**src/rtl/button_conditioner_pkg.sv**
```systemverilog
`default_nettype none
// ============================================================================
// Module  : button_conditioner_pkg
// Brief   : Shared constants for the button conditioner: clicker action codes,
//           default timing parameters and btnC classifier state encodings.
// Revision: 1.0 - initial release
// ============================================================================

`ifndef BUTTON_CONDITIONER_DEFS
`define BUTTON_CONDITIONER_DEFS
// Action codes understood by the downstream clicker.
`define OP_BtnC    3'b001
`define OP_DblBtnC 3'b010
`define OP_U       3'b100
`define OP_R       3'b101
`define OP_D       3'b110
`define OP_L       3'b111
`endif

package button_conditioner_pkg;

  // 5 ms debounce and 250 ms double-click window at 100 MHz.
  localparam int DEFAULT_DEBOUNCE_CYCLES = 500000;
  localparam int DEFAULT_DBL_WINDOW      = 25000000;

  // btnC classifier states.
  localparam logic [0:0] c_ST_IDLE = 1'b0;
  localparam logic [0:0] c_ST_WAIT = 1'b1;

  // Index of each button inside the packed raw/press vectors.
  localparam int c_IDX_C = 0;
  localparam int c_IDX_U = 1;
  localparam int c_IDX_R = 2;
  localparam int c_IDX_D = 3;
  localparam int c_IDX_L = 4;
  localparam int c_NUM_BTN = 5;

endpackage
`default_nettype wire

```
**src/rtl/button_conditioner_debounce_edge.sv**
```systemverilog
`default_nettype none
// ============================================================================
// Module  : debounce_edge
// Brief   : Two-flop synchroniser, counter debouncer and registered one-cycle
//           pulse on every debounced 0->1 transition of one raw button.
// Revision: 1.0 - initial release
// ============================================================================
module debounce_edge #(
  parameter int DEBOUNCE_CYCLES = button_conditioner_pkg::DEFAULT_DEBOUNCE_CYCLES,
  parameter int CNT_W           = 25
) (
  input  logic clk,
  input  logic clear,
  input  logic raw,
  output logic stable,
  output logic press
);

  localparam logic [CNT_W-1:0] c_CNT_LAST = CNT_W'(DEBOUNCE_CYCLES - 1);

  logic             sync1_q;
  logic             sync2_q;
  logic             st_q;
  logic             st_d;
  logic             press_q;
  logic             press_d;
  logic [CNT_W-1:0] cnt_q;
  logic [CNT_W-1:0] cnt_d;

  // Count consecutive disagreeing samples; any agreement restarts the count.
  always_comb begin
    st_d    = st_q;
    cnt_d   = '0;
    press_d = 1'b0;
    if (sync2_q != st_q) begin
      if (cnt_q == c_CNT_LAST) begin
        st_d    = sync2_q;
        press_d = sync2_q;   // only a rising flip produces a pulse
      end else begin
        cnt_d = cnt_q + 1'b1;
      end
    end
  end

  // Synchroniser, stable state, counter and press pulse registers.
  always_ff @(posedge clk) begin
    if (clear) begin
      sync1_q <= 1'b0;
      sync2_q <= 1'b0;
      st_q    <= 1'b0;
      cnt_q   <= '0;
      press_q <= 1'b0;
    end else begin
      sync1_q <= raw;
      sync2_q <= sync1_q;
      st_q    <= st_d;
      cnt_q   <= cnt_d;
      press_q <= press_d;
    end
  end

  assign stable = st_q;
  assign press  = press_q;

endmodule
`default_nettype wire

```
**src/rtl/button_conditioner.sv**
```systemverilog
`default_nettype none
// ============================================================================
// Module  : button_conditioner
// Brief   : Debounces the five board buttons into one-cycle press pulses and
//           optionally classifies btnC presses as single or double clicks.
// Revision: 1.0 - initial release
// ============================================================================
module button_conditioner
  import button_conditioner_pkg::*;
#(
  parameter int DEBOUNCE_CYCLES = DEFAULT_DEBOUNCE_CYCLES,
  parameter int DBL_WINDOW      = DEFAULT_DBL_WINDOW,
  parameter int CNT_W           = 25
) (
  input  logic clk,
  input  logic clear,
  input  logic btnC,
  input  logic btnU,
  input  logic btnR,
  input  logic btnD,
  input  logic btnL,
  input  logic DbleClkSwitch,
  output logic outbtnC,
  output logic outdblbtnC,
  output logic outU,
  output logic outR,
  output logic outD,
  output logic outL,
  output logic busy
);

  localparam logic [CNT_W-1:0] c_WIN_LAST = CNT_W'(DBL_WINDOW - 1);

  logic [c_NUM_BTN-1:0] w_raw;
  logic [c_NUM_BTN-1:0] w_press;
  logic [c_NUM_BTN-1:0] w_unused_stable;

  logic [0:0]       state_q;
  logic [0:0]       state_d;
  logic [CNT_W-1:0] win_q;
  logic [CNT_W-1:0] win_d;
  logic             single_q;
  logic             single_d;
  logic             dbl_q;
  logic             dbl_d;
  logic             w_press_c;

  assign w_raw = {btnL, btnD, btnR, btnU, btnC};

  generate
    for (genvar gi = 0; gi < c_NUM_BTN; gi++) begin : g_btn
      debounce_edge #(
        .DEBOUNCE_CYCLES(DEBOUNCE_CYCLES),
        .CNT_W          (CNT_W)
      ) u_debounce (
        .clk   (clk),
        .clear (clear),
        .raw   (w_raw[gi]),
        .stable(w_unused_stable[gi]),
        .press (w_press[gi])
      );
    end
  endgenerate

  assign w_press_c = w_press[c_IDX_C];

  // Classifier state, window counter and registered click outputs.
  always_ff @(posedge clk) begin
    if (clear) begin
      state_q  <= c_ST_IDLE;
      win_q    <= '0;
      single_q <= 1'b0;
      dbl_q    <= 1'b0;
    end else begin
      state_q  <= state_d;
      win_q    <= win_d;
      single_q <= single_d;
      dbl_q    <= dbl_d;
    end
  end

  // Next state: the mode switch only matters when a new press arrives in IDLE.
  always_comb begin
    state_d = state_q;
    win_d   = win_q;
    case (state_q)
      c_ST_IDLE: begin
        if (w_press_c && DbleClkSwitch) begin
          state_d = c_ST_WAIT;
          win_d   = '0;
        end
      end
      c_ST_WAIT: begin
        if (w_press_c || (win_q == c_WIN_LAST)) begin
          state_d = c_ST_IDLE;
        end else begin
          win_d = win_q + 1'b1;
        end
      end
      default: begin
        state_d = c_ST_IDLE;
        win_d   = '0;
      end
    endcase
  end

  // Click decode: a second press beats a coincident timeout.
  always_comb begin
    single_d = 1'b0;
    dbl_d    = 1'b0;
    case (state_q)
      c_ST_IDLE: single_d = w_press_c && !DbleClkSwitch;
      c_ST_WAIT: begin
        if (w_press_c) begin
          dbl_d = 1'b1;
        end else if (win_q == c_WIN_LAST) begin
          single_d = 1'b1;
        end
      end
      default: begin
        single_d = 1'b0;
        dbl_d    = 1'b0;
      end
    endcase
  end

  assign outbtnC    = single_q;
  assign outdblbtnC = dbl_q;
  assign outU       = w_press[c_IDX_U];
  assign outR       = w_press[c_IDX_R];
  assign outD       = w_press[c_IDX_D];
  assign outL       = w_press[c_IDX_L];
  assign busy       = (state_q == c_ST_WAIT);

endmodule
`default_nettype wire

```
**config.mk**
```make
export PLATFORM = sky130hd
export DESIGN_NAME = button_conditioner
export DESIGN_NICKNAME = d
export VERILOG_FILES = /design/src/rtl/button_conditioner_pkg.sv /design/src/rtl/button_conditioner_debounce_edge.sv /design/src/rtl/button_conditioner.sv
export SDC_FILE = /design/constraint.sdc
export NUM_CORES = 1
export LEC_CHECK = 0
export ABC_AREA = 1
export ABC_CLOCK_PERIOD_IN_PS = 3100
export CAP_MARGIN = 40
export CORE_MARGIN = 1
export CORE_UTILIZATION = 42
export CTS_BUF_LIST = sky130_fd_sc_hd__clkbuf_4
export CTS_CLUSTER_SIZE = 25
export DETAILED_ROUTE_END_ITERATION = 6
export SLEW_MARGIN = 20
export SYNTH_ARGS = -nofsm -noshare
export SYNTH_HDL_FRONTEND = slang
export SYNTH_HIERARCHICAL = 1
export SYNTH_SLANG_ARGS = --single-unit
```
**constraint.sdc**
```tcl
create_clock -name clk -period 3.1 [get_ports clk]
set_input_delay 0.465 -clock clk [delete_from_list [all_inputs] [get_ports clk]]
set_output_delay 0.465 -clock clk [all_outputs]
set_load 0.01 [all_outputs]
```
Yosys cells after proc, flatten, opt, wreduce, memory -nomap -nowiden. Cells that the tools add are included.

Add/subtract/negate cells: 6. Multipliers: 0. Divide/modulo/power cells: 0. Order comparisons: 0. Equality and inequality tests: 13. Shift operators: 0. Muxes and demuxes: 10. Bitwise operators: 11. Reduce and logical (&&, ||, !) cells: 21.

Operators with widths (number): adder 25 x 1 -> 25 bit (second input constant) (6); == test 25 x 19 -> 1 bit (second input constant) (5); two-way mux 25 bit (2); case mux 25 bit (2 select lines) (1); OR reduction 3 bit (10); == test 25 bit (second input constant) (1); AND reduction 2 bit (6); NOT 1 bit (11); two-way mux 1 bit (5); inequality test 1 bit (5); inequality test 2 bit (second input constant) (2); case mux 1 bit (2 select lines) (2); logical AND 1 bit (2); OR reduction 2 bit (1); zero test 1 bit (1); logical OR 1 bit (1).

Bits in registers: 173. Bits in latches: 0. Memory bits (writable): 0. Memory bits (read-only): 0. Bits of input ports: 8. Output and inout port bits: 7. Memories kept: 0.

Longest topological paths before layout. Gate-level depths: netlist (run 1).

Depth in word-level cells: 4. Depth in mapped cells: 13.

Modules after synthesis. The synthesis (run 1) kept the hierarchy.

Modules (own cells, without submodules): debounce_edge (instances 5, cells each 239, area each 1575.3 sq um); button_conditioner (instances 1, cells each 314, area each 1839.3 sq um).

Worst setup path after synthesis (run 1). No wires, ideal clock.

Path kind: reg-to-reg. From: register win_q[0]. To: register win_q[10]. Data arrival time: 1.463 ns. Required time: 2.968 ns. Path slack: 1.505 ns. Stages on the path, launching flop included: 12. Period minus slack after synthesis: 1.595 ns. Cells stage by stage: dfxtp_1 -> ha_1 -> nand2_2 -> nor2_4 -> nand2_2 -> nor2_4 -> nand2_2 -> nand2_4 -> nand2_2 -> buf_2 -> nand2_1 -> a21oi_1.

Word-level cells in the longest chain between the ends: 4. Elaborated cells on any way between the ends: 7. Those cells by class: 1 x add/sub; 2 x eq/ne; 2 x mux; 2 x reduce/logical.

RTL lines: from (decl) (RTL line button_conditioner.sv:40) `logic [CNT_W-1:0] win_q;`; from (signal assigned) (RTL line button_conditioner.sv:76) `win_q <= win_d;`; branches (longest 4 deep; another with adder 25 x 1 -> 25 bit).

Several ways; the timed one is not identified. The select of a mux whose other input is x is not followed. A chain may end at the register's enable or synchronous reset.

Final worst setup path (run 1).
From: register win_q[0]. To: register win_q[16].

Same word-level chain as after synthesis.

==> results.ini, run 1 <==
[outcome]
outcome = finished, final reports clean

[placed_design]
placement.io_buffers = 14
gpl.final_weighted_congestion = 0.8947
placedCellCount = 1793
dpl.hpwl_um = 15340

[floorplanning]
dieArea_um2 = 23750
core.rowCount = 55
die-width_um = 154.1
core-area_um2 = 22640
initial_core_util_pct = 42.91
top_level_ports = 15
die_y_um = 154.1

[layout]
final_common_cell = sky130_fd_sc_hd__nand2_1
stdcell_count = 1826
area_delta_synth_final_pct = 6.606
net_count_final = 1541
final_cell_mix = sky130_fd_sc_hd__nand2_1 (419), sky130_fd_sc_hd__nor2_1 (338), sky130_fd_sc_hd__inv_1 (174), sky130_fd_sc_hd__dfxtp_1 (173), sky130_fd_sc_hd__nand3_1 (72)
fill_cells = 2371
proportion_of_layout_cells_with_a_drive_suffix_above_1_pct = 6.688

[worst_setup_path]
ff2ff_setup_slack_ns = 1.04
r2r.worst_path.cells = 12
cp_common_cell = sky130_fd_sc_hd__nand2_2
sequence_of_cells_on_the_critical_path = ha_1 > nand2_2 > nor2_4 > nand2_2 > nor2_4 > nand2_2 > nand2_4 > nand2_2 > nand2_1 > nand2_1 > nand2_1 > inv_1
cp_data_required_time_ns = 3.59
r2r_end = win_q[16]
library_cell_contributing_the_largest_single_delay_on_the_critical_path = sky130_fd_sc_hd__dfxtp_1
timing.critical_path.to_type = flip-flop
arrival_time_of_data_at_the_critical_path_endpoint_ns = 2.55
path_max_fanout = 21
critical_path.reg2reg.startpoint = win_q[0]
crit_path_max_incr_delay_ns = 0.40
path_class = reg -> reg
critPathLaunchType = flip-flop

[clock_tree]
cts_resized = 0
post_cts_buffers = 0
clock_latency_ns = 0.58
clkSinkCount = 173
cts_made_buffers = 17
clock_slew_seen_by_the_registers_of_the_worst_setup_and_hold_paths_ns = 0.15
tritoncts_clock_tree = built
clk_path_buf_depth = 2
cts.htree.levels = 4
ctsRootBufferMaster = sky130_fd_sc_hd__clkbuf_4
ctsHoldBuffers = 0

[logic_synthesis]
syn_inst = 1509
post_synth_num_cell_types = 29
area_of_the_mapped_netlist_um2 = 9716
netlist.top_cell.by_area = sky130_fd_sc_hd__dfxtp_1
synthesis.nets = 1523
async_flop_share_pct = 0
most_common_flop_cell_mapped_by_yosys = sky130_fd_sc_hd__dfxtp_1
ys.warnings.count = 6
synth-edff-count = 0
seq_area_frac_synth_pct = 35.65
post_synth.cell_area_avg_um2 = 6.438
synth_top_cells_by_area = sky130_fd_sc_hd__dfxtp_1 (36%), sky130_fd_sc_hd__nand2_1 (16%), sky130_fd_sc_hd__nor2_1 (13%)
synth_top_area_share_pct = 35.65
synth_seq_cells = 173

[timing]
layout_worst_path_cycle_share_pct = 66.41
max_clock_freq_mhz = 485.7
relSlewSlack_pct = 66.23
tightest_slew_ns = 0.5047
min_period_ns = 2.059
timing_hold_violations_final = 0
drv_slew = 0
clock-skew-final_ns = 0.02541
unrepaired_setup_endpoints_after_global_routing = no
totalNegativeSetupSlack_ns = 0
setup_viol = 0

[global_route]
number_of_antenna_violations_at_the_first_check_in_global_routing = 1
grt-ovfl-total = 0
grt_start_max_net_pins = 26
grt_first_pass_wirelength_um = 36770
global_route.usage.total_pct = 18.59
grt_pass1_vias = 7977

[routing]
route.final.wire_length_um = 20770
route.detailed.wl_per_inst_um = 11.37
drtPass1Iterations = 5
vias = 8757
drc = 0
drt_iter0_markers = 517
post_drt_via_cell_ratio = 4.796
antenna_violating_nets_post_route = 0

[worst_hold_path]
worst_hold_path_type = in -> reg
min_delay_worst_endpoint = g_btn[3].u_debounce/sync1_q
hold_path.startpoint = clear
min_delay_path_depth = 2

[power]
swShare_pct = 25.43
seq_power_share_pct = 64.4
combinational_group_share_of_total_power_pct = 1.6
clock_power_share_pct = 34.0
power_per_cell_area_nw_per_um2 = 335.5
p_sw_uw = 883.7
total_leakage_power_uw = 0.003515
report.power.total_uw = 3475
power.internal_uw = 2592
power.ir.vdd_worst_uv = 232.8

[run]
max_cap_viol_count = 0

## worst max path at each step
stage	to	slack [ns]	from
5_1_grt	win_q[21]	0.82	win_q[1]
2_1_floorplan	win_q[10]	1.51	win_q[0]
4_1_cts	busy	1.03	busy
6_report	win_q[16]	1.04	win_q[0]
3_5_place_dp	win_q[15]	1.05	win_q[0]
3_3_place_gp	win_q[16]	1.14	win_q[0]
## per-stage QoR
step	cell area [µm²]	hold WS (ns)	utilization [%]	worst slack [ns]
2_1_floorplan	9716	0.3883	-	1.505
3_3_place_gp	10110	0.3906	44.65	1.140
3_5_place_dp	10110	0.3952	44.65	1.048
4_1_cts	10350	0.2885	45.74	1.033
5_1_grt	10360	0.3030	45.75	0.8240
6_report	10360	0.3333	45.75	1.041
## flip-flops by register name, indices dropped and copies added, names as in the netlist
signal	cells
busy	1
outbtnC	1
g_btn.u_debounce/sync1_q	5
win_q	25
outdblbtnC	1
g_btn.u_debounce/cnt_q	125
g_btn.u_debounce/press	5
g_btn.u_debounce/sync2_q	5
g_btn.u_debounce/stable	5
## worst max-delay path: cells and delay by family, from the launching register on
| kind | cells | cell delay (ns) |
|---|---|---|
| fa+ha+maj | 1 | 0.27 |
| buf+inv | 1 | 0.03 |
| simple gates | 10 | 1.29 |
| flops | 1 | 0.40 |
## synthesized netlist by cell type, types with 11 or more instances
cell	number
sky130_fd_sc_hd__nand4_1	43
sky130_fd_sc_hd__dfxtp_1	173
sky130_fd_sc_hd__nand2_2	19
sky130_fd_sc_hd__nand2_1	419
sky130_fd_sc_hd__nor2_1	338
sky130_fd_sc_hd__o21ai_0	11
sky130_fd_sc_hd__buf_4	11
sky130_fd_sc_hd__a21oi_1	56
sky130_fd_sc_hd__nor2_4	12
sky130_fd_sc_hd__xor2_1	47
sky130_fd_sc_hd__inv_1	174
sky130_fd_sc_hd__nand3_1	72
sky130_fd_sc_hd__xnor2_1	18
sky130_fd_sc_hd__nand3b_1	19
sky130_fd_sc_hd__nand3_2	11
sky130_fd_sc_hd__nor2_2	12
sky130_fd_sc_hd__nor3_1	24
sky130_fd_sc_hd__o21bai_1	15
## power by group through the flow
stage / clock (µW) / combinational [µW] / sequential, µW
after floorplan: 0 / 35.6 / 2280
after global placement: 0 / 56.0 / 2290
after detailed placement: 0 / 56.2 / 2290
after CTS: 1250 / 56.4 / 2240
after global routing: 1360 / 63.4 / 2240
final: 1180 / 55.1 / 2240
## cell type report
| class | count | area (µm²) | area share (%) |
|---|---|---|---|
| multi-input combinational | 1142 | 5474 | 52.85 |
| timing repair buffer | 16 | 150.1 | 1.450 |
| tap | 285 | 356.6 | 3.443 |
| sequential | 173 | 3463 | 33.44 |
| antenna | 1 | 2.502 | 0.02416 |
| clock inverter | 14 | 111.4 | 1.075 |
| clock buffer | 18 | 135.1 | 1.305 |
| inverter | 177 | 664.4 | 6.415 |
## logic make-up (layout without fill, tap and decap cells)
kind of cell               count (synthesis)  in the layout  synth area share (%)
AOI/OAI and AO/OA                         85             85                 4.778
DFF                                      173            173                 35.65
and+or+nand+nor                          986            986                 44.93
xor gates and xnor gates                  65             65                 5.860
buffers and inverters                    194            225                 8.010
adders and majority gates                  6              6                0.7727
other                                      0              1                     0
## metal layers
metal	wire, µm	GRT usage [%]
met1	10400	24.64
met2	9563	31.02
met3	569	3.213
met4	233	5.000
met5	0	0
(Power assumes the default switching activity.)
==> run 2: changes to the inputs <==
--- a/config.mk
+++ b/config.mk
@@ -6,7 +6,7 @@
 export NUM_CORES = 1
 export LEC_CHECK = 0
 export ABC_AREA = 1
-export ABC_CLOCK_PERIOD_IN_PS = 3100
+export ABC_CLOCK_PERIOD_IN_PS = 1700
 export CAP_MARGIN = 40
 export CORE_MARGIN = 1
 export CORE_UTILIZATION = 42
==> constraint.sdc (replaced) <==
create_clock -name clk -period 1.7 [get_ports clk]
set_input_delay 0.255 -clock clk [delete_from_list [all_inputs] [get_ports clk]]
set_output_delay 0.255 -clock clk [all_outputs]
set_load 0.01 [all_outputs]
==> run 2 against run 1 <==
Effect of this change:
- largest cell class unchanged
- global-route usage about the same
- largest power group unchanged
- critical path depth decreased by 2
- clock-buffer cell count unchanged
- sequential share of layout area decreased by 1.3 points
- total power increased by 95%
- core utilization increased by 2.0 points
- non-clock buffer count increased by 36
- sequential power increased by 82%
- clock skew decreased by 0.0056 ns
==> results.ini, run 2 (synthesis gave the netlist of run 1 again) <==
[outcome]
outcome = finished, final reports clean

[floorplanning]
die-width_um = 154.1  ; unchanged
die_y_um = 154.1  ; unchanged
core.rowCount = 55  ; unchanged
dieArea_um2 = 23750  ; unchanged
top_level_ports = 15  ; unchanged
core-area_um2 = 22640  ; unchanged
initial_core_util_pct = 42.91  ; unchanged

[global_route]
number_of_antenna_violations_at_the_first_check_in_global_routing = 1  ; unchanged
global_route.usage.total_pct = 18.61  ; +0.024 points
grtUsageMet2_pct = 31.32  ; +0.30 points
grt_pass1_vias = 8178  ; +2.5%
grt_start_max_net_pins = 26  ; unchanged
gr-max-usage-layer = met2
grt_first_pass_wirelength_um = 37030  ; +0.69%
grt-ovfl-total = 0  ; unchanged
globalRouteMet1Util_pct = 24.36  ; -0.28 points
grt_util_met3_pct = 3.410  ; +0.20 points

[routing]
route.final.wire_length_um = 21180  ; +2.0%
drtPass1Iterations = 5  ; unchanged
vias = 8981  ; +2.6%
route.detailed.wl_per_inst_um = 11.37  ; about the same
antenna_violating_nets_post_route = 0  ; unchanged
post_drt_via_cell_ratio = 4.823  ; +0.58%
drt_iter0_markers = 383  ; -26%
drc = 0  ; unchanged

[clock_tree]
cts.htree.levels = 4  ; unchanged
ctsHoldBuffers = 0  ; unchanged
cts_made_buffers = 17  ; unchanged
clock_slew_seen_by_the_registers_of_the_worst_setup_and_hold_paths_ns = 0.15  ; about the same
ctsRootBufferMaster = sky130_fd_sc_hd__clkbuf_4
tritoncts_clock_tree = built
clk_path_buf_depth = 2  ; unchanged
clock_latency_ns = 0.56  ; -0.02 ns
clkSinkCount = 173  ; unchanged

[timing]
setup_viol = 0  ; unchanged
min_period_ns = 1.591  ; -0.4680 ns
unrepaired_setup_endpoints_after_global_routing = no
drv_slew = 0  ; unchanged
relSlewSlack_pct = 73.29  ; +7.1 points
max_clock_freq_mhz = 628.6  ; +29%
totalNegativeSetupSlack_ns = 0  ; unchanged
hold_ws_ns = 0.08546  ; -0.2479 ns
tightest_slew_ns = 0.3992  ; -0.1055 ns
layout_worst_path_cycle_share_pct = 93.57  ; +27 points
clock-skew-final_ns = 0.01979  ; -0.005619 ns
timing_hold_violations_final = 0  ; unchanged

[layout]
net_count_final = 1577  ; +2.3%
flip_flop_count_of_the_largest_register_after_layout = 125  ; unchanged
registers.top_by_ff_count = g_btn.u_debounce/cnt_q
proportion_of_layout_cells_with_a_drive_suffix_above_1_pct = 10.09  ; +3.4 points
final_common_cell = sky130_fd_sc_hd__nand2_1
area_delta_synth_final_pct = 11.36
final_cell_mix = sky130_fd_sc_hd__nand2_1 (419), sky130_fd_sc_hd__nor2_1 (334), sky130_fd_sc_hd__inv_1 (174), sky130_fd_sc_hd__dfxtp_1 (163), sky130_fd_sc_hd__nand3_1 (71)
reg_top3 = g_btn.u_debounce/cnt_q: 125 flops, win_q: 25 flops

[worst_hold_path]
worst_hold_path_type = in -> reg
hold_path.startpoint = clear

[worst_setup_path]
setup.worst_path.start = win_q[19]
critPathLaunchType = flip-flop
timing.critical_path.to_type = flip-flop
arrival_time_of_data_at_the_critical_path_endpoint_ns = 2.04  ; -0.51 ns
cp_data_required_time_ns = 2.15  ; -1.44 ns
crit_path_max_incr_delay_ns = 0.41  ; about the same
sequence_of_cells_on_the_critical_path = nand2_1 > nor2_1 > nand2_2 > nor2_4 > nand2_2 > nand2_4 > buf_12 > inv_1 > o21ai_1 > nor2_1
critical_path.reg2reg.startpoint = win_q[19]
library_cell_contributing_the_largest_single_delay_on_the_critical_path = sky130_fd_sc_hd__dfxtp_1
path_class = reg -> reg
path_max_fanout = 15  ; -29%

[placed_design]
dpl.hpwl_um = 15820  ; +3.1%
gpl.final_weighted_congestion = 0.9176  ; +2.6%
placement.io_buffers = 14  ; unchanged

[power]
power.ir.vdd_worst_uv = 379.7  ; +63%
power_per_cell_area_nw_per_um2 = 626.9  ; +87%
total_leakage_power_uw = 0.003791  ; +7.9%

[run]
max_cap_viol_count = 0  ; unchanged

## run 2: cell count changes in the layout (fill, tap and decap cells not counted), sizes merged
cell,previous run,this run
buf,3,39
bufinv,0,3
clkdlybuf4s50,13,6
clkinv,8,4
dlygate4sd2,0,7
inv,182,183
## run 2: where the power goes
group          internal [µW]  switching, µW
combinational           50.2           74.9
clock                   1070           1510
sequential              4070           8.82
total                   5190           1590
## run 2: final timing paths
check	cells after the start	slack, ns	endpoint
hold / removal	2	0.09	g_btn[3].u_debounce/sync1_q
setup / recovery	10	0.11	win_q[0]
setup reg to reg	10	0.11	win_q[0]
hold reg to reg	2	0.41	g_btn[0].u_debounce/sync2_q
## run 2: layout make-up
type | count | area (µm²)
Antenna cell | 1 | 2.502
Clock buffer | 18 | 135.1
Clock inverter | 14 | 180.2
Fill cell | 2339 | 11820
Inverter | 177 | 664.4
Multi-Input combinational cell | 1142 | 5530
Sequential cell | 173 | 3476
Tap cell | 285 | 356.6
Timing Repair Buffer | 52 | 474.2
## run 2: layer usage
layer	up-vias	wire length [µm]
li1	4820	-
met1	3999	10430
met2	146	9650
met3	16	839
met4	0	251
met5	-	0
## run 2: critical path, delay by kind of cell, from the launching register on
family | cells | cell delay (ns)
and+or+nand+nor | 7 | 0.74
DFF | 1 | 0.41
buffers and inverters | 2 | 0.22
AOI/OAI and AO/OA | 1 | 0.11
## run 2: stage by stage
step                instance area [µm²]  setup WS, ns  power (µW)  utilization [%]  std cells
global route                      10820      0.004356        7096            47.79       1862
global placement                  10410      -0.06152        4292            45.99       1825
finish                            10820        0.1092        6782            47.79       1862
floorplan                          9716        0.1051        4230                -       1509
CTS                               10720       0.01640        6926            47.37       1857
detailed placement                10410       -0.1190        4293            45.99       1825
## run 2: timing repair
action / CTS / global route
resized for setup: 9 / 21
pin swaps: 0 / 4
endpoints found under the setup margin: 26 / 31
setup buffers: 0 / 4
==> run 3: changes to the inputs <==
--- a/config.mk
+++ b/config.mk
@@ -6,7 +6,7 @@
 export NUM_CORES = 1
 export LEC_CHECK = 0
 export ABC_AREA = 1
-export ABC_CLOCK_PERIOD_IN_PS = 1700
+export ABC_CLOCK_PERIOD_IN_PS = 1450
 export CAP_MARGIN = 40
 export CORE_MARGIN = 1
 export CORE_UTILIZATION = 42
==> constraint.sdc (replaced) <==
create_clock -name clk -period 1.45 [get_ports clk]
set_input_delay 0.2175 -clock clk [delete_from_list [all_inputs] [get_ports clk]]
set_output_delay 0.2175 -clock clk [all_outputs]
set_load 0.01 [all_outputs]
==> run 3 against run 2 <==
Effect of this change:
- the flow now finishes with violations (negative setup slack)
- first-iteration DRC count up 17%
- hold slack better by 0.069 ns
- via count up 5.7%
- clock skew is 0.0025 ns higher
- cell count up 5.7%
- fmax shrank 2.1%
- global-route usage up 1.5 points
- clock power increased by 17%
- die area unchanged
- sequential power grew 17%
- total power up 18%
- register-to-register slack worse by 0.28 ns
- largest cell class unchanged
==> results.ini, run 3 (synthesis gave the netlist of run 1 again) <==
[worst_setup_path]
critPathLaunchType = flip-flop
cp_data_required_time_ns = 1.91  ; -0.24 ns
path_max_fanout = 7  ; -8
path_class = reg -> reg
timing.critical_path.to_type = flip-flop
ff2ff_setup_slack_ns = -0.17  ; -0.28 ns
arrival_time_of_data_at_the_critical_path_endpoint_ns = 2.09  ; +0.05 ns

[global_route]
global_route.usage.total_pct = 20.08  ; +1.5 points
grt_first_pass_wirelength_um = 39340  ; +6.2%
grt_start_max_net_pins = 32  ; +23%
grt-ovfl-total = 0  ; unchanged
grt_pass1_vias = 8729  ; +6.7%
number_of_antenna_violations_at_the_first_check_in_global_routing = 1  ; unchanged

[clock_tree]
ctsRootBufferMaster = sky130_fd_sc_hd__clkbuf_4
clkSinkCount = 173  ; unchanged
clock_latency_ns = 0.57  ; about the same
tritoncts_clock_tree = built
clock_slew_seen_by_the_registers_of_the_worst_setup_and_hold_paths_ns = 0.16  ; about the same
cts.htree.levels = 4  ; unchanged
cts_made_buffers = 17  ; unchanged
clk_path_buf_depth = 2  ; unchanged

[layout]
final_cell_mix = sky130_fd_sc_hd__nand2_1 (399), sky130_fd_sc_hd__nor2_1 (314), sky130_fd_sc_hd__inv_1 (167), sky130_fd_sc_hd__dfxtp_1 (119), sky130_fd_sc_hd__buf_4 (111)
stdcell_count = 1969  ; +5.7%
reg_top3 = g_btn.u_debounce/cnt_q: 125 flops, win_q: 25 flops
final_common_cell = sky130_fd_sc_hd__nand2_1
net_count_final = 1683  ; +6.7%
registers.top_by_ff_count = g_btn.u_debounce/cnt_q
flip_flop_count_of_the_largest_register_after_layout = 125  ; unchanged
proportion_of_layout_cells_with_a_drive_suffix_above_1_pct = 23.01  ; +13 points
area_delta_synth_final_pct = 26.97

[routing]
route.final.wire_length_um = 23920  ; +13%
post_drt_via_cell_ratio = 4.819  ; about the same
antenna_violating_nets_post_route = 0  ; unchanged
route.detailed.wl_per_inst_um = 12.15  ; +6.8%
drc = 0  ; unchanged
vias = 9489  ; +5.7%
drt_iter0_markers = 449  ; +17%
drtPass1Iterations = 5  ; unchanged

[floorplanning]
initial_core_util_pct = 42.91  ; unchanged
core-area_um2 = 22640  ; unchanged
dieArea_um2 = 23750  ; unchanged
top_level_ports = 15  ; unchanged
core.rowCount = 55  ; unchanged
die-width_um = 154.1  ; unchanged
die_y_um = 154.1  ; unchanged

[worst_hold_path]
worst_hold_path_type = in -> reg

[power]
total_leakage_power_uw = 0.004498  ; +19%
report.power.total_uw = 8001  ; +18%
power_per_cell_area_nw_per_um2 = 648.6  ; +3.5%
power.ir.vdd_worst_uv = 488.9  ; +29%

[outcome]
violations = negative setup slack
outcome = complete, but fails checks

[timing]
relSlewSlack_pct = 73.71  ; +0.42 points
max_clock_freq_mhz = 615.7  ; -2.1%
tightest_slew_ns = 0.3930  ; -0.006294 ns
unrepaired_setup_endpoints_after_global_routing = yes
drv_slew = 0  ; unchanged
setup_viol = 27  ; +27
min_period_ns = 1.624  ; +0.03353 ns
final.setup.worst_slack_ns = -0.1743  ; -0.2835 ns
layout_worst_path_cycle_share_pct = 112.0  ; +18 points
timing_hold_violations_final = 0  ; unchanged
totalNegativeSetupSlack_ns = -3.122  ; -3.122 ns
clock-skew-final_ns = 0.02228  ; +0.002487 ns

[run]
max_cap_viol_count = 0  ; unchanged

[placed_design]
gpl.final_weighted_congestion = 0.9073  ; -1.1%
placement.io_buffers = 14  ; unchanged
placedCellCount = 1894  ; +3.8%
dpl.hpwl_um = 16350  ; +3.3%

==> run 3: where the power goes <==
| group | internal [µW] | switching, µW |
|---|---|---|
| clock network | 1100 | 1920 |
| logic | 91.8 | 107 |
| registers | 4770 | 10.7 |
==> run 3: final cells by class <==
type	instances	area (µm²)
Inverter	177	669.4
Clock inverter	15	178.9
Tap cell	285	356.6
Clock buffer	17	127.6
Timing Repair Buffer	156	1496
Fill cell	2215	10300
Multi-Input combinational cell	1144	5966
Sequential cell	173	3536
Antenna cell	2	5.005
==> run 3: final timing paths <==
kind	start	cells after the start	to
max	win_q[0]	11	busy
max reg2reg	win_q[0]	11	busy
min reg2reg	g_btn[1].u_debounce/sync1_q	2	g_btn[1].u_debounce/sync2_q
min	btnR	3	g_btn[2].u_debounce/sync1_q
==> run 3: worst max-delay path, stage by stage (launching register included) <==
cell                      delay (ns)
sky130_fd_sc_hd__dfxtp_2        0.38
sky130_fd_sc_hd__ha_4           0.15
sky130_fd_sc_hd__nand2_4        0.06
sky130_fd_sc_hd__nor2_4         0.13
sky130_fd_sc_hd__nand2_2        0.08
sky130_fd_sc_hd__nor2_4         0.12
sky130_fd_sc_hd__nand2_4        0.08
sky130_fd_sc_hd__nand2_8        0.13
sky130_fd_sc_hd__buf_12         0.13
sky130_fd_sc_hd__buf_16         0.13
sky130_fd_sc_hd__buf_4          0.11
sky130_fd_sc_hd__a21oi_2        0.04
==> run 3: through the flow <==
stage / hold WS, ns / setup WS [ns] / cell area (µm²) / utilization, %
2_1_floorplan: 0.2887 / -0.06554 / 9743 / -
3_3_place_gp: 0.3922 / -0.1113 / 10980 / 48.49
3_5_place_dp: 0.3931 / -0.1551 / 10980 / 48.49
4_1_cts: 0.09524 / -0.1462 / 11700 / 51.69
5_1_grt: 0.1084 / -0.2699 / 12340 / 54.48
6_report: 0.1549 / -0.1743 / 12340 / 54.48
==> run 3: repair_timing <==
item | in CTS | in global routing
pin swaps | 30 | 64
hold buffers | 1 | 0
hold endpoints to repair | 12 | 0
gates cloned | 3 | 8
setup buffers | 9 | 22
endpoints found under the setup margin | 43 | 155
gates resized for setup | 76 | 127
==> run 3: routing by layer <==
layer  up-vias  wire [µm]  part of all wire (%)  track usage [%]
met3        22        816                   3.4            3.072
met5         -          0                     0                0
li1       5025          -                     -                -
met4         0        312                   1.3            5.905
met1      4307      11250                    47            25.36
met2       135      11540                    48            35.15
